[config.mk]
export PLATFORM = sky130hd
export DESIGN_NAME = divisor_1600
export DESIGN_NICKNAME = d
export VERILOG_FILES = /design/src/rtl/divisor_1600.sv
export SDC_FILE = /design/constraint.sdc
export NUM_CORES = 1
export LEC_CHECK = 0
export CORE_ASPECT_RATIO = 0.75
export CORE_MARGIN = 4
export CORE_UTILIZATION = 33
export CTS_BUF_LIST = sky130_fd_sc_hd__clkbuf_16
export CTS_CLUSTER_DIAMETER = 150
export DETAILED_ROUTE_END_ITERATION = 16
export SKIP_CTS_REPAIR_TIMING = 1
export SYNTH_ARGS = -nofsm -noshare
export SYNTH_HDL_FRONTEND = slang
export SYNTH_SLANG_ARGS = --single-unit
[constraint.sdc]
create_clock -name clk -period 16.08 [get_ports clk]
set_input_delay 1.608 -clock clk [delete_from_list [all_inputs] [get_ports clk]]
set_output_delay 1.608 -clock clk [all_outputs]
set_load 0.02 [all_outputs]
[src/rtl/divisor_1600.sv]
// Registered line index: posVertical = floor(cntVertical / DIVISOR), one clock of latency.
// Optional macro DIV1600_REM_EN adds the registered remainder output remHorizontal.
module divisor_1600 #(
  parameter int CNT_W   = 20,
  parameter int POS_W   = 10,
  parameter int DIVISOR = 1600
) (
  input  logic             clk,
  input  logic             reset,
  input  logic [CNT_W-1:0] cntVertical,
`ifdef DIV1600_REM_EN
  output logic [10:0]      remHorizontal,
`endif
  output logic [POS_W-1:0] posVertical
);

  localparam int REM_W = $clog2(DIVISOR) + 1;
  localparam logic [REM_W:0] DIV_EXT = (REM_W + 1)'(DIVISOR);

  // partRem[i] is the partial remainder entering stage i (MSB-first)
  logic [CNT_W-1:0][REM_W-1:0] partRem;
  logic [CNT_W-1:0]            quotient;
  logic [POS_W-1:0]            quotSat;
`ifdef DIV1600_REM_EN
  logic [REM_W-1:0]            remFinal;
`endif

  assign partRem[0] = '0;

  for (genvar i = 0; i < CNT_W; i++) begin : gStage
    localparam int BIT = CNT_W - 1 - i;
    logic [REM_W:0] trial;

    assign trial         = {partRem[i], cntVertical[BIT]};
    assign quotient[BIT] = (trial >= DIV_EXT);

    // A restored remainder is always below DIVISOR, so REM_W bits suffice
    if (i < CNT_W - 1) begin : gMid
      assign partRem[i+1] = quotient[BIT] ? REM_W'(trial - DIV_EXT) : REM_W'(trial);
    end else begin : gLast
`ifdef DIV1600_REM_EN
      assign remFinal = quotient[BIT] ? REM_W'(trial - DIV_EXT) : REM_W'(trial);
`endif
    end
  end

  if (CNT_W > POS_W) begin : gSat
    assign quotSat = (|quotient[CNT_W-1:POS_W]) ? {POS_W{1'b1}} : quotient[POS_W-1:0];
  end else begin : gNoSat
    assign quotSat = POS_W'(quotient);
  end

  always_ff @(posedge clk) begin
    if (reset) begin
      posVertical   <= '0;
`ifdef DIV1600_REM_EN
      remHorizontal <= '0;
`endif
    end else begin
      posVertical   <= quotSat;
`ifdef DIV1600_REM_EN
      remHorizontal <= 11'(remFinal);
`endif
    end
  end

endmodule

Word-level counts from Yosys, hierarchy flattened:

Cells that the tools add are included.

* input bits: 22
* latch bits: 0
* bits in read-only memories: 0
* flip-flop bits (word level): 10
* logic and storage cells: 61
* memories: 0
* bits in writable memories: 0

* multiply operators: 0
* bitwise gates (word level): 0
* reductions and logical operators: 1
* muxes and demuxes: 20
* order comparisons: 20
* shifts and indexed selects: 0
* divide/modulo/power cells: 0
* add/subtract/negate cells: 19
* equal/unequal tests: 0

Operators with widths (count)
* greater-or-equal comparator 13 x 11 -> 1 bit, second input constant: 19
* two-way mux 12 bit: 19
* subtractor 12 x 11 -> 12 bit, second input constant: 18
* subtractor 1 x 11 -> 12 bit, second input constant: 1
* greater-or-equal comparator 1 x 11 -> 1 bit, second input constant: 1
* two-way mux 10 bit: 1
* OR reduction 10 bit: 1

Depth between registers and ports, before layout:

* word-level depth: 40
* depth in mapped cells: 33
* gate-level depth less buffers: 32

Worst setup path before layout:

Ideal clock, no wire load.

* kind: input port to flip-flop
* start point: input port cntVertical[15]
* end point: register posVertical[0]
* setup slack: 8.118 ns
* cell stages on the path: 32
* arrival time: 7.904 ns
* buffers on the path: 1
* cells stage by stage: buf_2 inv_1 ha_1 nand2b_1 o21ai_2 and2_1 xnor2_1 inv_1 ha_1 nand2_1 nor4_1 or3_4 and4_1 o32a_2 nor3_4 xnor2_1 inv_1 ha_1 nand2_1 nor2_1 o31a_1 a2111oi_1 and3b_1 or4_4 nand3_4 o31ai_4 xnor2_1 ha_1 a31oi_1 o211ai_1 nor4b_1 a211o_1

* word-level cells in the longest chain between the ends: 32
* elaborated cells on any way between the ends: 48
* those cells by class: add/sub: 15; order compare: 16; mux: 16; reduce/logical: 1

Ends and longest elaborated chain
* start, declared: line 10 `input logic [CNT_W-1:0] cntVertical,`
* subtractor 12 x 11 -> 12 bit / greater-or-equal comparator 13 x 11 -> 1 bit (equally long branches): line 39, 35
* two-way mux 12 bit: line 39 `assign partRem[i+1] = quotient[BIT] ? REM_W'(trial - DIV_EXT) : REM_W'(trial);`
* subtractor 12 x 11 -> 12 bit / greater-or-equal comparator 13 x 11 -> 1 bit (equally long branches): line 39, 35
* two-way mux 12 bit: line 39
* subtractor 12 x 11 -> 12 bit / greater-or-equal comparator 13 x 11 -> 1 bit (equally long branches): line 39, 35
* two-way mux 12 bit: line 39
* subtractor 12 x 11 -> 12 bit / greater-or-equal comparator 13 x 11 -> 1 bit (equally long branches): line 39, 35
* two-way mux 12 bit: line 39
* [16 not listed]
* greater-or-equal comparator 13 x 11 -> 1 bit / subtractor 12 x 11 -> 12 bit (equally long branches): line 35, 39
* two-way mux 12 bit: line 39
* subtractor 12 x 11 -> 12 bit / greater-or-equal comparator 13 x 11 -> 1 bit (equally long branches): line 39, 35
* two-way mux 12 bit: line 39
* subtractor 12 x 11 -> 12 bit / greater-or-equal comparator 13 x 11 -> 1 bit (equally long branches): line 39, 35
* two-way mux 12 bit: line 39
* greater-or-equal comparator 13 x 11 -> 1 bit: line 35 `assign quotient[BIT] = (trial >= DIV_EXT);`
* two-way mux 10 bit (*): line 48 `assign quotSat = (|quotient[CNT_W-1:POS_W]) ? {POS_W{1'b1}} : quotient[POS_W-1:0];`
* end signal, assigned: line 60 `posVertical <= quotSat;`
* end, declared: line 14 `output logic [POS_W-1:0] posVertical`

Every way passes the cells marked *; elsewhere a longest branch is shown, timed or not.
A chain may end at the register's enable or synchronous reset.

Final worst setup path:

Same ends and word-level chain as after synthesis.

==> impl_results.md <==
* Outcome: completed
* Worst Path Max Fanout at 10
* Setup repair after global routing missed its margin: false
* Total negative slack at 0 ns
* Post-DP HPWL at around 5500 µm
* Area leader, netlist: dfxtp_1
* Shortest period the worst path allows at approximately 9.3 ns
* Measured slew at the worst slew-check pin at around 0.7 ns
* Via count at roughly 2600
* Global-route total usage across every layer at 14.1%
* Top Ports at 32
* Standard cell with the maximum stage delay on the critical path: clkdlybuf4s50_1
* Number of buffers created by CTS at 3
* Layout cells sized above 1 at between 15 and 20%
* Cell repeated most along the worst path: ha_1
* Diodes inserted at 0
* Routed length per instance at roughly 15 µm
* Data arrival time at the worst-slack endpoint at between 9 and 10 ns
* Initial drt markers at 135
* Longest individual stage delay on the worst path at 0.68 ns
* Remaining design rule violation count at 0
* Area fraction of the dominant cell type after synthesis at 7.84%
* Number of flip-flops in the largest register at 10
* Detailed-routing iteration count for the pre-antenna-repair pass at 4
* Area of all placed cells without fillers at roughly 3000 µm²
* Effective utilization at floorplan at 34.4%
* Flip-flop and latch count after synthesis at 10
* Unique cell type count in the Yosys netlist at a little under 90
* Number of levels in the clock H-tree at 1
* Final count of hold timing violations at 0
* Clock tree root buffer cell: clkbuf_16
* Kind of critical path: primary input to flip-flop
* Post-route clock period utilization at between 50% and 60%
* Number of sinks handled by clock tree synthesis at 10
* GR Util met3 at under 10%
* Core Region at around 7400 µm²
* Capturing element type of the critical path: flip-flop
* Synthesized Nets at 353
* Dominant register cell in the synthesized netlist: dfxtp_1
* Register ranked first by flip-flop count: posVertical
* Core Rows at 27
* Clock tree from TritonCTS: built
* Most frequent cells in the layout: nor2_1, clkdlybuf4s50_1, inv_1, nand2_1, xnor2_1
* F_max at 107 MHz
* Final cell count without fillers at roughly 450
* Total of warnings raised by yosys at 0
* Number of synthesized flops with an enable pin at 0
* Required time worst endpoint at ~16 ns
* Async set or reset register ratio after synthesis at 0%
* Global-route wire length before repair at 11100 µm
* Maximum root-to-sink buffer count at 2
* Mapped Area at ~2600 µm²
* Number of fill cells in the layout at 760
* CP startpoint kind: primary input
* Critical path buffers and inverters at 4
* Top flop regs: posVertical: 10 flops
* Remaining global-route overflow at 0
* Overall die width at about 110 µm
* Final Total Pwr at between 0.7 and 0.8 mW
* Total Die Area at between 9000 and 10000 µm²
* Vias per cell at 5.83
* Sequential area share after synthesis at between 7 and 8%
* Placed Cells incl. Taps at roughly 440
* Number of antenna violations at the first check in global routing at 0
* Peak VDD IR at ~0.00016 V
* Vias in the first global route at 2299
* Gate count of the mapped netlist at roughly 320
* Global-route track usage on met2 at between 20 and 25%
* Static leakage power at about 1.1 nW
* Type of the worst min-delay path: primary input to flip-flop
* Top Usage Layer GRT: met1
* Maximum number of pins on one net before global-route repair at 15
* Power density over the cells at roughly 270 nW/µm²
* Nets at about 380
* WL final at between 6000 and 7000 µm
* Met1 GRT Util at a little under a quarter
* Setup-violating endpoint count in the final report at 0
* Max-cap violations at 0
* Count of antenna-violating nets left after detailed routing at 0
* Overall die height at approximately 84 µm
* Total placed instance area at 2880 µm²
* CP delay by family, top: simple AND/OR/NAND/NOR gates
* Area Growth Syn to Fin at 16.0%
* Clock-pin slew on the worst setup and hold paths at about 0.040 ns
* IO buf count at 25
* Final count of pins violating max slew at 0
* Final weighted congestion in routability-driven placement at roughly 0.9
* Average cell area after synthesis at roughly 7.9 µm²
* Dominant cells by area after synthesis: dfxtp_1, xnor2_1, ha_1
* Max_slew headroom at between 50% and 60%
-- kinds of logic after synthesis --
kind of cell               after synthesis  share of synthesized area (%)
AOI/OAI and AO/OA                      133                           43.9
xor gates and xnor gates                28                           11.1
adders and majority gates                8                           3.92
buffers and inverters                   28                           5.10
DFF                                     10                           7.84
muxes                                    8                           4.41
and+or+nand+nor                        108                           23.8
-- per-layer routing --
metal | vias up | part of all wire [%]
met5 | - | 0
met4 | 0 | 0.34
met3 | 2 | 4.7
met2 | 59 | 42
met1 | 1237 | 53
li1 | 1310 | -
-- power breakdown --
group,total (mW),switching (mW),internal [mW]
clock,0.0446,0.0119,0.0326
combinational,0.707,0.410,0.297
sequential,0.0375,0.00239,0.0351
total,0.789,0.425,0.364
-- cell type report --
class,count,area (µm²),area share [%]
clock buffer,3,75.1,2.53
clock inverter,1,3.75,0.127
inverter,22,82.6,2.79
multi-input combinational,285,2220,75.1
sequential,10,200,6.76
tap,101,126,4.27
timing repair buffer,25,250,8.45
-- synthesized netlist by cell type (5+ instances only) --
master	n
xnor2_1	19
o21ai_2	5
nand2_1	19
a21o_1	5
nor3_1	11
nor2_1	25
inv_1	22
nand3_1	8
and3_1	8
a21oi_1	17
o21ai_0	14
ha_1	8
dfxtp_1	10
o211ai_1	6
o31ai_1	7
a31oi_1	6
-- path summary, 6_finish.rpt --
kind,from,endpoint,depth (start not counted)
max,cntVertical[15],posVertical[0]$_SDFF_PP0_,32
min,reset,posVertical[4]$_SDFF_PP0_,2
-- through the flow --
stage	utilization (%)	hold slack [ns]	worst slack (ns)
4_1_cts	39.8	2.23	6.82
3_3_place_gp	38.8	2.40	6.69
2_1_floorplan	-	1.87	8.12
3_5_place_dp	38.8	2.40	6.63
6_report	39.8	2.22	6.74
5_1_grt	39.8	2.27	6.11
No activity file was read; power rests on OpenSTA's default activity.
